--- config.mk ---
export PLATFORM = sky130hd
export DESIGN_NAME = fifo_write_arbiter
export DESIGN_NICKNAME = d
export VERILOG_FILES = /design/src/rtl/fifo_arb_pkg.sv /design/src/rtl/fifo_write_arbiter_sel.sv /design/src/rtl/fifo_write_arbiter.sv
export SDC_FILE = /design/constraint.sdc
export NUM_CORES = 1
export LEC_CHECK = 0
export BUFFER_PORTS_ARGS = -buffer_cell sky130_fd_sc_hd__buf_4
export CORE_MARGIN = 2
export CORE_UTILIZATION = 42
export CTS_CLUSTER_SIZE = 16
export DETAILED_ROUTE_END_ITERATION = 8
export GPL_TIMING_DRIVEN = 1
export PLACE_DENSITY = 0.81
export SYNTH_ARGS = -nofsm -noshare
export SYNTH_HDL_FRONTEND = slang
export SYNTH_SLANG_ARGS = --single-unit
export TNS_END_PERCENT = 5
--- constraint.sdc ---
create_clock -name clk_i -period 2.4 [get_ports clk_i]
set_clock_uncertainty 0.05 [all_clocks]
set_input_delay 0.24 -clock clk_i [delete_from_list [all_inputs] [get_ports clk_i]]
set_output_delay 0.24 -clock clk_i [all_outputs]
set_load 0.01 [all_outputs]
--- src/rtl/fifo_arb_pkg.sv ---
// Shared types and the round-robin pick function for the FIFO write-port arbiter.
package fifo_arb_pkg;

  typedef enum logic {ARB_IDLE, ARB_GRANT} arb_state_e;

  localparam int unsigned MaxReq = 32;

  // Searches last+1, last+2, ... (mod num_req) and returns the first requesting index;
  // returns last unchanged when nobody is requesting.
  function automatic int unsigned rr_pick(input logic [MaxReq-1:0] req,
                                          input int unsigned last,
                                          input int unsigned num_req);
    logic [MaxReq-1:0] rot;
    int unsigned cand;
    int unsigned pick;
    logic found;
    pick  = last;
    found = 1'b0;
    for (int unsigned i = 1; i <= MaxReq; i++) begin
      if (!found && (i <= num_req)) begin
        cand = (last + i) % num_req;
        rot  = req >> cand;
        if (rot[0]) begin
          pick  = cand;
          found = 1'b1;
        end
      end
    end
    return pick;
  endfunction

endpackage

--- src/rtl/fifo_write_arbiter_sel.sv ---
// Combinational round-robin selector: rotate past the last winner, find first, one-hot out.
module rr_priority_sel
  import fifo_arb_pkg::*;
#(
  parameter int unsigned NumReq  = 4,
  parameter int unsigned IdWidth = 2
) (
  input  logic [NumReq-1:0]  req_i,
  input  logic [IdWidth-1:0] last_i,
  output logic [NumReq-1:0]  grant_oh_o,
  output logic [IdWidth-1:0] grant_idx_o,
  output logic               any_o
);

  logic [MaxReq-1:0] req_ext;
  int unsigned       pick;

  always_comb begin
    req_ext     = MaxReq'(req_i);
    pick        = rr_pick(req_ext, 32'(last_i), NumReq);
    any_o       = |req_i;
    grant_idx_o = IdWidth'(pick);
    grant_oh_o  = '0;
    if (any_o) begin
      grant_oh_o[grant_idx_o] = 1'b1;
    end
  end

endmodule

--- src/rtl/fifo_write_arbiter.sv ---
// Round-robin arbiter sharing one async FIFO write port among NumReq valid/ready producers.
// Define FIFO_ARB_TAG_EN to prepend the granted requester ID to fifo_data_o.
module fifo_write_arbiter
  import fifo_arb_pkg::*;
#(
  parameter int unsigned Width    = 8,
  parameter int unsigned NumReq   = 4,
  parameter int unsigned BurstLen = 4,
  localparam int unsigned IdWidth = (NumReq > 1) ? $clog2(NumReq) : 1,
`ifdef FIFO_ARB_TAG_EN
  localparam int unsigned OutWidth = Width + IdWidth
`else
  localparam int unsigned OutWidth = Width
`endif
) (
  input  logic                     clk_i,
  input  logic                     nrst_i,
  input  logic [NumReq-1:0]        req_valid_i,
  input  logic [NumReq*Width-1:0]  req_data_i,
  output logic [NumReq-1:0]        req_ready_o,
  input  logic                     fifo_full_i,
  output logic                     fifo_write_o,
  output logic [OutWidth-1:0]      fifo_data_o,
  output logic [NumReq-1:0]        grant_o,
  output logic                     busy_o
);

  localparam int unsigned CntWidth = (BurstLen > 1) ? $clog2(BurstLen) : 1;
  localparam logic [CntWidth-1:0] CntLast = CntWidth'(BurstLen - 1);

  arb_state_e          state_q, state_d;
  logic [NumReq-1:0]   grant_q, grant_d;
  logic [IdWidth-1:0]  gidx_q, gidx_d;
  logic [IdWidth-1:0]  last_q, last_d;
  logic [CntWidth-1:0] cnt_q, cnt_d;

  logic [NumReq-1:0]   sel_oh;
  logic [IdWidth-1:0]  sel_idx;
  logic                sel_any;
  logic                cur_valid;
  logic [Width-1:0]    cur_data;
  logic [Width-1:0]    data_arr [NumReq];

  for (genvar k = 0; k < NumReq; k++) begin : g_data
    assign data_arr[k] = req_data_i[k*Width +: Width];
  end

  assign cur_valid = req_valid_i[gidx_q];
  assign cur_data  = data_arr[gidx_q];

  rr_priority_sel #(
    .NumReq  (NumReq),
    .IdWidth (IdWidth)
  ) u_sel (
    .req_i       (req_valid_i),
    .last_i      (last_q),
    .grant_oh_o  (sel_oh),
    .grant_idx_o (sel_idx),
    .any_o       (sel_any)
  );

  // Last pointer resets to NumReq-1 so requester 0 wins the first arbitration.
  always_ff @(posedge clk_i or negedge nrst_i) begin
    if (!nrst_i) begin
      state_q <= ARB_IDLE;
      grant_q <= '0;
      gidx_q  <= '0;
      last_q  <= IdWidth'(NumReq - 1);
      cnt_q   <= '0;
    end else begin
      state_q <= state_d;
      grant_q <= grant_d;
      gidx_q  <= gidx_d;
      last_q  <= last_d;
      cnt_q   <= cnt_d;
    end
  end

  always_comb begin
    state_d = state_q;
    grant_d = grant_q;
    gidx_d  = gidx_q;
    last_d  = last_q;
    cnt_d   = cnt_q;
    case (state_q)
      ARB_IDLE: begin
        if (sel_any) begin
          state_d = ARB_GRANT;
          grant_d = sel_oh;
          gidx_d  = sel_idx;
          cnt_d   = '0;
        end
      end
      ARB_GRANT: begin
        if (!cur_valid) begin
          state_d = ARB_IDLE;
          grant_d = '0;
          last_d  = gidx_q;
        end else if (!fifo_full_i) begin
          cnt_d = cnt_q + 1'b1;
          if (cnt_q == CntLast) begin
            state_d = ARB_IDLE;
            grant_d = '0;
            last_d  = gidx_q;
          end
        end
      end
      default: state_d = ARB_IDLE;
    endcase
  end

  // Write side is purely combinational so a full flag blocks the write in the same cycle.
  always_comb begin
    req_ready_o  = '0;
    fifo_write_o = 1'b0;
    fifo_data_o  = '0;
    if (state_q == ARB_GRANT) begin
      req_ready_o[gidx_q] = !fifo_full_i;
      fifo_write_o        = cur_valid & !fifo_full_i;
`ifdef FIFO_ARB_TAG_EN
      fifo_data_o         = {gidx_q, cur_data};
`else
      fifo_data_o         = cur_data;
`endif
    end
  end

  assign grant_o = grant_q;
  assign busy_o  = (state_q == ARB_GRANT);

endmodule
==> qor.csv, run 1 <==
metric,value,unit
status,finished clean,
layout cells sized above 1,0.539,
RSZ-0062 raised after global routing,false,
post-DR vias/cell,5.39,
Setup WS pre-CTS,0.389,ns
Cell variety after synth,32,
antenna violations before repair,0,
CTS tree,yes,
met3 Resource Use GR,0.0606,
Worst VDD drop,0.591,mV
fin crit share,0.915,
Critical Path Fanout Max,14,
GRT Max-Usage Layer,met2,
Tot GR Track Use,0.199,
"commonest non-fill, non-tap cells in the layout","57 x buf_4, 9 x mux4_2, 9 x dfrtp_1",
DRC,0,
DP HPWL,1860,um
hold crit path type,in -> reg,
growth of design area from synthesis to finish,53.6,%
PortBufs,56,
die area,2500,um^2
Post-Route Setup TNS,0,ns
"Seq/Total Area, Yosys",0.313,
final worst slack,0.203,ns
Avg WL per Cell,13.7,um
ys async rst share,1.00,
final hold viol count,0,
WL final,2300,um
final antenna-violating net count,0,
Clock Path Buffers,2,
Seq cells post-synth,11,
crit start category,flip-flop,
Post-Syn Area per Cell,10.6,um^2
Nets,182,
IO Pins,57,
fmax,0.455,GHz
"Clk pin slew, worst setup/hold paths",0.07,ns
Clock Latency Late Sink,0.27,ns
crit path time final,2.20,ns
Tightest Pin Transition,0.619,ns
"commonest non-fill, non-tap cell in the layout",buf_4,
Die Ht,50.0,um
crit path kind,reg -> out,
P_leak,0.655,nW
met2 Use GR,0.356,
via count,905,
crit end category,output pin,
first-pass GRT wire length,3830,um
final setup vio count,0,
number of global-route vias before repair,885,
Placeable Area,1980,um^2
GPL Wtd Cong,0.762,
max-slew violations,0,
# diodes,0,
Post-Route Utilization,0.688,
Synth Net Count,124,
TritonRoute pass-1 iters,4,
Mapped Cells,84,
Initial Utilization,0.448,
Starting DRT DRC Count,10,
GR Overflow Total,0,
Max-cap violations,0,
Post-Syn Area,887,um^2
clk sinks,11,
Most used DFF post-synth,dfrtp_1,
TritonCTS buffer count,3,
PD cells,1050,nW/um^2
worst endpoint data arrival time,1.91,ns
Die Wd,50.0,um
largest net degree at the start of global routing,15,
CTS H-tree depth,1,
Post-synth EDFFs,0,
postcts setup bufs,0,
CTS root buffer,clkbuf_4,
Std-Cell Rows,16,
CP Data Required Time,2.11,ns
M1 GR Usage,0.227,
Slew HR,0.587,
Ys Warns,0,
fillers,161,
==> critical path, cell delays in order (launching register included) <==
cell,delay [ns]
dfrtp_1,0.74
mux4_2,0.58
and2_1,0.17
buf_4,0.14
==> where the power goes <==
part	switching, W	internal [W]	total, W
clock	0.0000667	0.0000645	0.000131
sequential	0.000128	0.000275	0.000403
combinational	0.000363	0.000535	0.000898
==> synthesized netlist by cell type (2+ instances only) <==
master	n	area (um^2)
mux4_2	9	203
dfstp_2	2	52.6
nor2_1	5	18.8
o2bb2ai_1	3	26.3
inv_1	3	11.3
dfrtp_1	9	225
buf_2	2	10.0
nor3b_1	3	22.5
nand2_1	6	22.5
nand3b_1	2	15.0
nand2b_1	4	25.0
o21ai_0	4	20.0
or3_1	2	12.5
and2_1	8	50.1
a21oi_1	4	20.0
nand3_1	2	10.0
==> worst paths after layout <==
check / start / endpoint / slack (ns) / depth (start not counted)
max reg2reg: gidx_q[0] / grant_o[2] / 0.41 / 4
max in group asynchronous: nrst_i / last_q[0] / 1.81 / 2
max: gidx_q[0] / fifo_data_o[4] / 0.20 / 3
min: fifo_full_i / cnt_q[1] / 0.23 / 4
min in group asynchronous: nrst_i / grant_o[3] / 0.27 / 2
min reg2reg: grant_o[3] / grant_o[3] / 0.45 / 1
==> cells by family (layout without fill, tap and decap cells) <==
group / Yosys count / count (layout) / share of synthesized area
multiplexers: 11 / 11 / 0.252
AND/OR/NAND/NOR: 35 / 35 / 0.227
buffers and inverters: 8 / 65 / 0.0381
flip-flops: 11 / 11 / 0.313
AO/OA/AOI/OAI: 18 / 18 / 0.155
adder cells (fa/ha/maj): 1 / 1 / 0.0141
==> final cells by class <==
class / count / area, um^2 / area share
Inverter: 3 / 11.3 / 0.00826
Multi-Input combinational cell: 65 / 576 / 0.422
Timing Repair Buffer: 58 / 438 / 0.321
Clock buffer: 4 / 26.3 / 0.0193
Sequential cell: 11 / 278 / 0.204
Tap cell: 27 / 33.8 / 0.0248
==> registers in the layout (all words and copies together), names as in the netlist <==
| register | cells |
|---|---|
| last_q | 2 |
| grant_o | 4 |
| cnt_q | 2 |
| gidx_q | 2 |
| busy_o | 1 |
==> repair_timing <==
action                                 CTS  global route
hold buffers                             1             0
resized for setup                        0             0
endpoints found under the hold margin   11             0
==> layer usage <==
metal | wire length (um) | share of wire | up-vias
met5 | 0 | 0 | -
met4 | 18 | 0.0078 | 0
met3 | 249 | 0.11 | 4
met2 | 1130 | 0.49 | 51
met1 | 898 | 0.39 | 425
li1 | - | - | 425
==> per-stage QoR <==
stage / power [W] / hold slack, ns / instances / instance area (um^2)
after floorplan: 0.000989 / -0.106 / 84 / 887
after global placement: 0.00130 / 0.0281 / 163 / 1330
after detailed placement: 0.00131 / 0.0301 / 163 / 1330
after CTS: 0.00145 / 0.241 / 168 / 1360
after global routing: 0.00155 / 0.282 / 168 / 1360
final: 0.00143 / 0.230 / 168 / 1360
(Power assumes the default switching activity.)
==> run 2, diff against run 1 <==
--- a/config.mk
+++ b/config.mk
@@ -5,9 +5,10 @@
 export SDC_FILE = /design/constraint.sdc
 export NUM_CORES = 1
 export LEC_CHECK = 0
+export ABC_AREA = 1
 export BUFFER_PORTS_ARGS = -buffer_cell sky130_fd_sc_hd__buf_4
 export CORE_MARGIN = 2
-export CORE_UTILIZATION = 42
+export CORE_UTILIZATION = 44
 export CTS_CLUSTER_SIZE = 16
 export DETAILED_ROUTE_END_ITERATION = 8
 export GPL_TIMING_DRIVEN = 1
==> qor.csv, run 2 <==
metric,value,unit
Pint,0.000872,W
Slew HR,0.701,
Most used DFF post-synth,dfrtp_1,
clk sinks,11,
most frequent cells after synthesis,"56 x nand2_1, 12 x nand2_2, 11 x nand3_1",
max-slew violations,0,
worst endpoint data arrival time,1.75,ns
Post-Route Setup TNS,0,ns
antenna violations before repair,0,
CP Data Required Time,2.11,ns
Buf/Inv on CP,2,
# diodes,0,
Clock power frac,0.071,
GPL Wtd Cong,0.804,
growth of design area from synthesis to finish,45.4,%
Die Ht,52.0,um
Gate power share,0.719,
Critical Path Fanout Max,9,
Ys Warns,0,
Tot GR Track Use,0.245,
Nets,248,
CTS root buffer,clkbuf_4,
Clock Path Buffers,2,
"Seq/Total Area, Yosys",0.274,
Sw Share,0.534,
Avg WL per Cell,12.4,um
Worst VDD drop,0.887,mV
CTS tree,yes,
Tightest Pin Transition,0.447,ns
TritonCTS buffer count,3,
ys async rst share,1.00,
Cell variety after synth,27,
Initial Utilization,0.463,
cell-by-cell trace of the critical path,nor2_2 -> nand2_1 -> nand4_1 -> nand2_1 -> inv_1 -> buf_4,
"Clk pin slew, worst setup/hold paths",0.07,ns
Clock Latency Late Sink,0.28,ns
Die Wd,52.0,um
fin crit share,0.851,
die area,2710,um^2
post-DR vias/cell,5.01,
Post-Syn Area per Cell,6.76,um^2
Max-cap violations,0,
most common cell in the netlist,nand2_1,
PortBufs,56,
Worst Hold Slack,0.229,ns
IO Pins,57,
Most common cell on crit path,nand2_1,
fmax,0.490,GHz
postcts setup bufs,0,
final antenna-violating net count,0,
final setup vio count,0,
Synth area leaders,"dfrtp_1 22%, nand2_1 21%, nand2_2 7.4%",
crit start category,flip-flop,
biggest area consumer among synthesized cells,dfrtp_1,
number of global-route vias before repair,1204,
status,finished clean,
"slowest stage cell, crit path",dfrtp_1,
Synth top area share,0.222,
DP HPWL,2310,um
Post-Syn Area,1010,um^2
R2R Setup Slk,0.68,ns
via count,1177,
CTS H-tree depth,1,
max incr delay on CP,0.50,ns
top cell family by delay on the critical path,simple AND/OR/NAND/NOR gates,
Psw,0.000999,W
first-pass GRT wire length,5040,um
PD cells,1270,nW/um^2
DRC,0,
Mapped Cells,150,
Seq cells post-synth,11,
GR Overflow Total,0,
WL final,2910,um
part of the power in registers,0.211,
hold crit path type,in -> reg,
max FFs per register,4,
TritonRoute pass-1 iters,4,
Synth Net Count,190,
layout cells sized above 1,0.435,
"commonest non-fill, non-tap cells in the layout","56 x nand2_1, 56 x buf_4, 12 x nand2_2",
Placeable Area,2190,um^2
largest net degree at the start of global routing,13,
final hold viol count,0,
Post-synth EDFFs,0,
crit path kind,reg -> out,
P_leak,0.794,nW
crit path time final,2.04,ns
crit end category,output pin,
Std-Cell Rows,17,
RSZ-0062 raised after global routing,false,
Starting DRT DRC Count,20,
[run 2: cell count changes after synthesis, moves of 3 or more]
cell,delta
a22oi_1,+8
a31oi_1,+8
and2_1,-8
inv_1,+4
inv_2,+4
mux4_2,-9
nand2_1,+50
nand2_2,+12
nand2_4,+4
nand2b_1,-4
nand3_1,+9
nor3b_1,-3
o21ai_0,-3
o2bb2ai_1,-3
[run 2: logic make-up after synthesis]
family	count (synthesis)	synth area share
simple gates	98	0.475
buf+inv	16	0.0801
flops	11	0.274
compound gates	24	0.159
fa+ha+maj	1	0.0123
[run 2: power by group through the flow]
stage | logic, W | clock network [W] | registers (W)
2_1_floorplan | 0.000997 | 0 | 0.000349
3_3_place_gp | 0.00130 | 0 | 0.000390
3_5_place_dp | 0.00133 | 0 | 0.000395
4_1_cts | 0.00135 | 0.000137 | 0.000392
5_1_grt | 0.00150 | 0.000145 | 0.000408
6_report | 0.00135 | 0.000132 | 0.000394
[run 2: worst min-delay path, delay by kind of cell]
| kind | cells | cell delay [ns] |
|---|---|---|
| AND/OR/NAND/NOR | 1 | 0.10 |
| buffers and inverters | 1 | 0.09 |
| AO/OA/AOI/OAI | 2 | 0.13 |
[run 2: metrics by stage]
stage	util	power, W	cells	instance area [um^2]	worst slack [ns]
final	0.673	0.00187	235	1480	0.359
after global routing	0.673	0.00205	235	1480	0.216
after CTS	0.673	0.00188	235	1480	0.328
after detailed placement	0.657	0.00173	230	1440	0.662
after global placement	0.657	0.00169	230	1440	0.661
after floorplan	-	0.00135	150	1010	0.888
[run 2: metal layers]
layer | global-route usage | share of wire
met4 | 0.0789 | 0.011
met2 | 0.430 | 0.51
met3 | 0.0374 | 0.036
met1 | 0.305 | 0.45
met5 | 0 | 0
[run 2: final timing paths]
kind / startpoint / endpoint / cells after the start
min in group asynchronous: nrst_i / grant_o[0] / 2
hold reg to reg: cnt_q[0] / cnt_q[0] / 1
max in group asynchronous: nrst_i / last_q[1] / 2
setup reg to reg: last_q[0] / grant_o[1] / 11
setup / recovery: gidx_q[0] / fifo_write_o / 6
hold / removal: fifo_full_i / last_q[0] / 4
[run 2: cell type report]
class	instances	area (um^2)
Clock buffer	4	26.3
Tap cell	28	35.0
Timing Repair Buffer	57	430
Multi-Input combinational cell	123	656
Fill cell	201	716
Inverter	12	50.0
Sequential cell	11	278
[run 2: repair_timing]
item                      in CTS  in global routing
resized for setup              0                  0
hold endpoints to repair      11                  0
hold buffers                   1                  0
